### src/rtl/serial_tx_pkg.sv
// Shared encodings for the serial transmitter and the logic that hooks it to
// the 4-bit universal shift register.
package serial_tx_pkg;

    typedef enum logic [1:0] {
        ST_IDLE  = 2'b00,
        ST_SHIFT = 2'b01,
        ST_DONE  = 2'b10
    } state_t;

    // Receiver mode select while SE is high: shift right, serial in.
    localparam logic [1:0] MODE_SHR_SI = 2'b11;

    function automatic int unsigned div_width(input int unsigned clks);
        return (clks > 1) ? $clog2(clks) : 1;
    endfunction

endpackage

### src/rtl/serial_tx_bit_timer.sv
// Bit-period divider: counts 0..CLKS_PER_BIT-1 and raises a registered tick
// for the cycle in which the count sits at its terminal value.
module bit_timer
    import serial_tx_pkg::*;
#(
    parameter int unsigned CLKS_PER_BIT = 1
) (
    input  logic clk,
    input  logic reset,
    input  logic clr_i,
    input  logic en_i,
    input  logic arm_i,
    output logic tick_o
);

    localparam int unsigned      DIV_W = div_width(CLKS_PER_BIT);
    localparam logic [DIV_W-1:0] TERM  = DIV_W'(CLKS_PER_BIT - 1);

    logic [DIV_W-1:0] cnt_q, cnt_d;
    logic             tick_q;

    always_comb begin
        cnt_d = cnt_q;
        if (clr_i)
            cnt_d = '0;
        else if (en_i)
            cnt_d = (cnt_q == TERM) ? '0 : cnt_q + DIV_W'(1);
    end

    // The tick is computed from the next count so it lines up with the cycle
    // the count is actually at TERM; arm_i says that cycle is a shift cycle.
    always_ff @(posedge clk) begin
        if (reset) begin
            cnt_q  <= '0;
            tick_q <= 1'b0;
        end else begin
            cnt_q  <= cnt_d;
            tick_q <= arm_i && (cnt_d == TERM);
        end
    end

    assign tick_o = tick_q;

endmodule

### src/rtl/serial_tx.sv
// Parallel-in, serial-out transmitter: sends a captured word LSB-first on SO
// with one SE strobe per bit, then a single-cycle done pulse.
module serial_tx
    import serial_tx_pkg::*;
#(
    parameter int unsigned WIDTH        = 4,
    parameter int unsigned CLKS_PER_BIT = 1
) (
    input  logic             clk,
    input  logic             reset,
    input  logic             start,
    input  logic [WIDTH-1:0] D,
    output logic             busy,
    output logic             SO,
    output logic             SE,
    output logic             done
);

    localparam int unsigned     BC_W     = $clog2(WIDTH + 1);
    localparam logic [BC_W-1:0] LAST_BIT = BC_W'(WIDTH - 1);

    state_t           state_q;
    logic [WIDTH-1:0] shadow_q, shadow_d;
    logic [BC_W-1:0]  bitcnt_q;
    logic             busy_q, so_q, done_q;

    logic accept, in_shift, bit_end, last_bit, arm, tick;

    assign in_shift = (state_q == ST_SHIFT);
    assign accept   = (state_q == ST_IDLE) && start;
    assign bit_end  = in_shift && tick;
    assign last_bit = (bitcnt_q == LAST_BIT);
    assign shadow_d = shadow_q >> 1;

    // Next cycle is a shift cycle unless we just finished the final bit.
    assign arm = accept || (in_shift && !(bit_end && last_bit));

    bit_timer #(
        .CLKS_PER_BIT(CLKS_PER_BIT)
    ) u_timer (
        .clk   (clk),
        .reset (reset),
        .clr_i (!in_shift),
        .en_i  (in_shift),
        .arm_i (arm),
        .tick_o(tick)
    );

    always_ff @(posedge clk) begin
        if (reset) begin
            state_q  <= ST_IDLE;
            shadow_q <= '0;
            bitcnt_q <= '0;
            busy_q   <= 1'b0;
            so_q     <= 1'b0;
            done_q   <= 1'b0;
        end else begin
            case (state_q)
                ST_IDLE: begin
                    done_q <= 1'b0;
                    if (start) begin
                        shadow_q <= D;
                        bitcnt_q <= '0;
                        so_q     <= D[0];
                        busy_q   <= 1'b1;
                        state_q  <= ST_SHIFT;
                    end
                end
                ST_SHIFT: begin
                    if (tick) begin
                        shadow_q <= shadow_d;
                        bitcnt_q <= bitcnt_q + BC_W'(1);
                        if (last_bit) begin
                            so_q    <= 1'b0;
                            done_q  <= 1'b1;
                            state_q <= ST_DONE;
                        end else begin
                            so_q <= shadow_d[0];
                        end
                    end
                end
                ST_DONE: begin
                    done_q  <= 1'b0;
                    busy_q  <= 1'b0;
                    state_q <= ST_IDLE;
                end
                default: begin
                    busy_q  <= 1'b0;
                    so_q    <= 1'b0;
                    done_q  <= 1'b0;
                    state_q <= ST_IDLE;
                end
            endcase
        end
    end

    assign busy = busy_q;
    assign SO   = so_q;
    assign SE   = tick;
    assign done = done_q;

endmodule

### config.mk
export PLATFORM = sky130hd
export DESIGN_NAME = serial_tx
export DESIGN_NICKNAME = d
export VERILOG_FILES = /design/src/rtl/serial_tx_pkg.sv /design/src/rtl/serial_tx_bit_timer.sv /design/src/rtl/serial_tx.sv
export SDC_FILE = /design/constraint.sdc
export NUM_CORES = 1
export LEC_CHECK = 0
export BUFFER_PORTS_ARGS = -buffer_cell sky130_fd_sc_hd__buf_2
export CELL_PAD_IN_SITES_DETAIL_PLACEMENT = 1
export CELL_PAD_IN_SITES_GLOBAL_PLACEMENT = 1
export CORE_MARGIN = 5
export CORE_UTILIZATION = 33
export CTS_CLUSTER_DIAMETER = 100
export DETAILED_ROUTE_END_ITERATION = 7
export PLACE_DENSITY = 0.76
export SETUP_SLACK_MARGIN = 0.15
export SLEW_MARGIN = 20
export SYNTH_ARGS = -nofsm -noshare
export SYNTH_HDL_FRONTEND = slang
export SYNTH_SLANG_ARGS = --single-unit
### constraint.sdc
create_clock -name clk -period 1.2 [get_ports clk]
set_input_delay 0.12 -clock clk [delete_from_list [all_inputs] [get_ports clk]]
set_output_delay 0.12 -clock clk [all_outputs]
set_load 0.02 [all_outputs]
After elaboration in Yosys (flattened, before gate mapping)
Cells that the tools add are included.
{"block": "word_totals", "wordCells": 52, "input_bits": 7, "regBits": 14, "output_inout_bits": 4}
{"block": "classes", "eq_ne": 6, "muxes": 18, "n_addsub": 2, "bitwise_logic": 3, "reduce_logical": 15}
{"op": "3-bit AND reduction", "n": 3}
{"op": "4-bit two-way mux", "n": 2}
{"op": "4-bit one-hot mux with 2 select lines", "n": 1}
{"op": "1-bit two-way mux", "n": 6}
{"op": "2-bit two-way mux", "n": 3}
{"op": "3-bit two-way mux", "n": 2}
{"op": "3-bit one-hot mux with 2 select lines", "n": 1}
{"op": "1-bit logical AND", "n": 5}
{"op": "2-bit by 1-bit != test with 1-bit output, second input constant", "n": 2}
{"op": "2-bit one-hot mux with 2 select lines", "n": 1}
{"op": "2-bit AND reduction", "n": 2}
{"op": "3-bit by 1-bit adder with 3-bit output, second input constant", "n": 1}
{"op": "3-bit by 2-bit == test with 1-bit output, second input constant", "n": 1}
{"op": "1-bit NOT", "n": 3}
{"op": "1-bit one-hot mux with 3 select lines", "n": 1}
{"op": "2-bit by 1-bit == test with 1-bit output, second input constant", "n": 1}
{"op": "2-bit == test, second input constant", "n": 1}
{"op": "2-bit logical NOT", "n": 1}
{"op": "2-bit != test, second input constant", "n": 1}
{"op": "1-bit one-hot mux with 2 select lines", "n": 1}
{"op": "2-bit nonzero test", "n": 1}
{"op": "2-bit OR reduction", "n": 1}
{"op": "1-bit adder, second input constant", "n": 1}
{"op": "1-bit logical NOT", "n": 1}
{"op": "1-bit logical OR", "n": 1}

Logic depth before layout (Yosys ltp)
{"block": "depth", "depth_word": 7, "ltp_mapped": 5, "mapped_depth_nobuf": 5}

Cells and area by module
Synthesis repeated with hierarchy kept, for this count alone.
{"block": "hier_totals", "hier_cells": 73, "area_unflattened_um2": 646.9}
{"module": "serial_tx", "cells_per_inst": 67, "seq_area_each_um2": 220.2, "area_per_inst_um2": 576.8, "n_inst": 1}
{"module": "bit_timer", "cells_per_inst": 6, "seq_area_each_um2": 40.0, "area_per_inst_um2": 70.1, "n_inst": 1}

Worst setup path after synthesis
No wires, ideal clock.
{"block": "synth_timing", "kind": "register to register", "from": "register bitcnt_q[0]", "to": "register bitcnt_q[2]", "stages_incl_launch_ff": 5, "n_path_buf": 0, "synth_period_minus_slack_ns": 1.317, "slack_ns": -0.117, "arrival_ns": 1.242, "setup_time_ns": 0.074, "t_required_ns": 1.126, "path_cell_list": "dfxtp_1 > ha_1 > ha_1 > or3_1 > a31oi_1"}
{"block": "synth_via", "elab_chain_cells": 3}
{"item": "start: declaration", "line": "serial_tx.sv:24", "rtl": "logic [BC_W-1:0] bitcnt_q;"}
{"item": "start signal: assignment", "line": "serial_tx.sv:72", "rtl": "bitcnt_q <= bitcnt_q + BC_W'(1);"}
{"item": "3-bit by 1-bit adder with 3-bit output", "line": "serial_tx.sv:72"}
{"item": "3-bit two-way mux", "line": "serial_tx.sv:70", "rtl": "if (tick) begin"}
{"item": "3-bit one-hot mux with 2 select lines", "line": "serial_tx.sv:58", "rtl": "case (state_q)"}
No other way between the ends. The select of a mux whose other input is x is not followed.
A chain may end at the register's enable or synchronous reset.

Worst setup path after layout
Ends and elaborated chain as after synthesis.

==> flow_summary.toml <==
[logic_synthesis]
ys.warnings.count = 0
post_synth_most_frequent_cells = "sky130_fd_sc_hd__dfxtp_1 (12), sky130_fd_sc_hd__a21oi_1 (7), sky130_fd_sc_hd__nand2_1 (7)"
mappedNetlistNets = 77
postSynthCellCount = 67
synth_largest_type_area_fraction = 0.430
ys_types = 24
post-synth-top-count-cell = "sky130_fd_sc_hd__dfxtp_1"
postSynthAreaPerCell_um2 = 8.35
synth.yosys.seq_area_share = 0.430
number_of_flops_mapped_to_enable_cells_by_yosys = 0
post_synthesis_cell_area_um2 = 559
synth.ff_latch_count = 12
async_reset_ff_frac = 0
yosysTopAreaCell = "sky130_fd_sc_hd__dfxtp_1"
synthFlopType = "sky130_fd_sc_hd__dfxtp_1"
ys_top_cells_by_area = "sky130_fd_sc_hd__dfxtp_1 (43%), sky130_fd_sc_hd__ha_1 (6.7%), sky130_fd_sc_hd__a21oi_1 (6.3%)"

[finish]
multi_input_area_um2 = 374
drive_above_1_share = 0.500
ff_latch_area_um2 = 254
filler_cell_count = 186
final_core_area_utilization = 0.556
final_cell_count_no_fill = 106
antenna_cells_inserted = 0
nNetsFinal = 102
layout-area-overhead-vs-synth_pct = 55.0

[timing]
timing.final.setup_violations = 1
maxSlewHeadroom = 0.821
max_slew.worst_pin.slew_ns = 0.268
finalCritPeriodShare = 1.07
rsz0062_at_grt = "yes"
finalMaxSlewViolations = 0
post-route-worst-setup-slack_ns = -0.0822
timing.final.hold_violations = 0
fin_crit_ns = 1.28
fin_skew_ns = 0.000787
timing.fmax_mhz = 780

[clock_network]
cts_buffer_depth = 2
clockRootBuffer = "sky130_fd_sc_hd__clkbuf_4"
cts_hold_repair.buffers = 0
reg_clk_slew_reported_paths_ns = 0.07
clk-insertion-delay-late_ns = 0.27
tritoncts_num_sinks = 12
cts_buffers = 3
maximum_level_of_the_cts_h_tree = 1
cts_tree = "built"

[place]
dp.cells = 101
gp_congestion = 0.707
total_of_buffers_placed_on_input_and_output_ports = 10
place.detailed.hpwl_mm = 1.20

[worst_setup_path]
crit_path_start_kind = "flop"
r2r-start = "bitcnt_q[0]"
cp_data_arrival_time_ns = 1.48
startpoint = "bitcnt_q[0]"
critical_path.max_fanout = 2
critical_path_required_time_ns = 1.40
reg2reg_depth = 4
worstSetupEndpointType = "flop"
worst-setup-path-type = "reg -> reg"

[hold_path]
min_delay_path_depth = 3
hold_path.startpoint = "D[3]"
worstHoldPathType = "in -> reg"

[floorplanning]
rows = 14
fp.dieW_um = 51.2
pin_count = 11
die_ar_mm2 = 0.00262
design.core.area_mm2 = 0.00156
chipHeight_um = 51.2
start_util = 0.359

[pwr]
combPwrFrac = 0.202
power_switching_share = 0.278
vdd.ir_drop.worst_mv = 0.603
p_leak_nw = 0.357
p_int_mw = 0.621
power-per-cell-area_mw_per_mm2 = 992
power_frac_seq = 0.502
power.net_switching_mw = 0.239
share_clk_of_total_power = 0.296

[global_route]
grt_overflow_total = 0
track_usage = 0.142
via_count_of_the_first_global_routing_pass = 611
grt_pass1_wl_mm = 2.74
grt_max_degree = 14
antenna_found_initial = 0

[flow_run]
max_cap_violations = 0

[run_status]
failed_checks = "negative setup slack"
run_status = "finished with violations"

[detailed_routing]
remaining_number_of_nets_flagged_by_the_antenna_check_after_routing = 0
firstDrtPassIters = 4
wl_mm = 1.75
route.detailed.wl_per_inst_um = 16.5
num_vias = 600
vias_per_cell = 5.66
drt_drc_violations_left = 0
drtIter0Drc = 14
[state kept, by name, summed over array words and instances, names as in the netlist]
name            count
SO                  1
done                1
busy                1
u_timer.tick_o      1
bitcnt_q            3
state_q             2
shadow_q            3
[path summary, 6_finish.rpt]
check                      to  slack (ns)
setup / recovery  bitcnt_q[2]       -0.08
hold / removal    shadow_q[3]        0.18
setup reg to reg  bitcnt_q[2]       -0.08
hold reg to reg            SO        0.51
[metrics by stage]
stage,power (mW),setup TNS (ns),hold WS (ns),setup slack (ns),instance area (um2)
after global routing,0.908,-0.210,0.200,-0.155,867
after detailed placement,0.567,-0.163,0.457,-0.109,703
final,0.860,-0.0822,0.176,-0.0822,867
after CTS,0.847,-0.111,0.166,-0.0913,820
after global placement,0.563,-0.0467,0.456,-0.0467,703
after floorplan,0.509,-0.0378,0.294,-0.0378,563
[worst max-delay path: stages, from the launching register on]
cell and delay (ns):
sky130_fd_sc_hd__dfxtp_2 0.34, sky130_fd_sc_hd__ha_4 0.16, sky130_fd_sc_hd__ha_4 0.20, sky130_fd_sc_hd__or3_1 0.32
sky130_fd_sc_hd__a31oi_1 0.18
[routing by layer]
| layer | vias to the layer above | wire length [um] | track usage |
|---|---|---|---|
| met5 | - | 0 | 0 |
| met4 | 0 | 18 | 0.0538 |
| met3 | 3 | 86 | 0.0407 |
| met2 | 19 | 840 | 0.240 |
| met1 | 286 | 801 | 0.170 |
| li1 | 292 | - | - |
[layout by cell type (no fill, tap or decap), types with 2 or more instances in the layout]
master / instances
sky130_fd_sc_hd__nand2_1: 6
sky130_fd_sc_hd__dfxtp_1: 7
sky130_fd_sc_hd__buf_2: 9
sky130_fd_sc_hd__o21ai_0: 4
sky130_fd_sc_hd__a21oi_1: 6
sky130_fd_sc_hd__inv_1: 3
sky130_fd_sc_hd__ha_4: 2
sky130_fd_sc_hd__buf_4: 9
sky130_fd_sc_hd__a31oi_1: 2
sky130_fd_sc_hd__nor3_1: 4
sky130_fd_sc_hd__nor2_1: 2
sky130_fd_sc_hd__nor2_4: 2
sky130_fd_sc_hd__clkbuf_4: 3
sky130_fd_sc_hd__o221a_2: 2
sky130_fd_sc_hd__buf_6: 3
sky130_fd_sc_hd__dfxtp_4: 3
sky130_fd_sc_hd__dfxtp_2: 2
[cell type report]
cell class / instances / share of cell area
Sequential cell: 12 / 0.293
Timing Repair Buffer: 23 / 0.209
Clock buffer: 3 / 0.0260
Multi-Input combinational cell: 48 / 0.431
Tap cell: 16 / 0.0231
Inverter: 4 / 0.0173
[power by group through the flow]
stage / registers (mW) / logic [mW] / clock network [mW]
2_1_floorplan: 0.449 / 0.0603 / 0
3_3_place_gp: 0.439 / 0.124 / 0
3_5_place_dp: 0.440 / 0.127 / 0
4_1_cts: 0.434 / 0.150 / 0.263
5_1_grt: 0.435 / 0.187 / 0.286
6_report: 0.432 / 0.174 / 0.255
[what timing repair did]
action / 4_1_cts / 5_1_grt
buffers inserted: 1 / 1
endpoints found under the setup margin: 11 / 10
pin swaps: 5 / 7
gates resized for setup: 22 / 8
[kinds of logic after synthesis]
family | count (synthesis) | share of synthesized area
buffers and inverters | 7 | 0.0492
flip-flops | 12 | 0.430
AND/OR/NAND/NOR | 25 | 0.224
AO/OA/AOI/OAI | 20 | 0.230
adder cells (fa/ha/maj) | 3 | 0.0671
No activity file was read; power rests on OpenSTA's default activity.
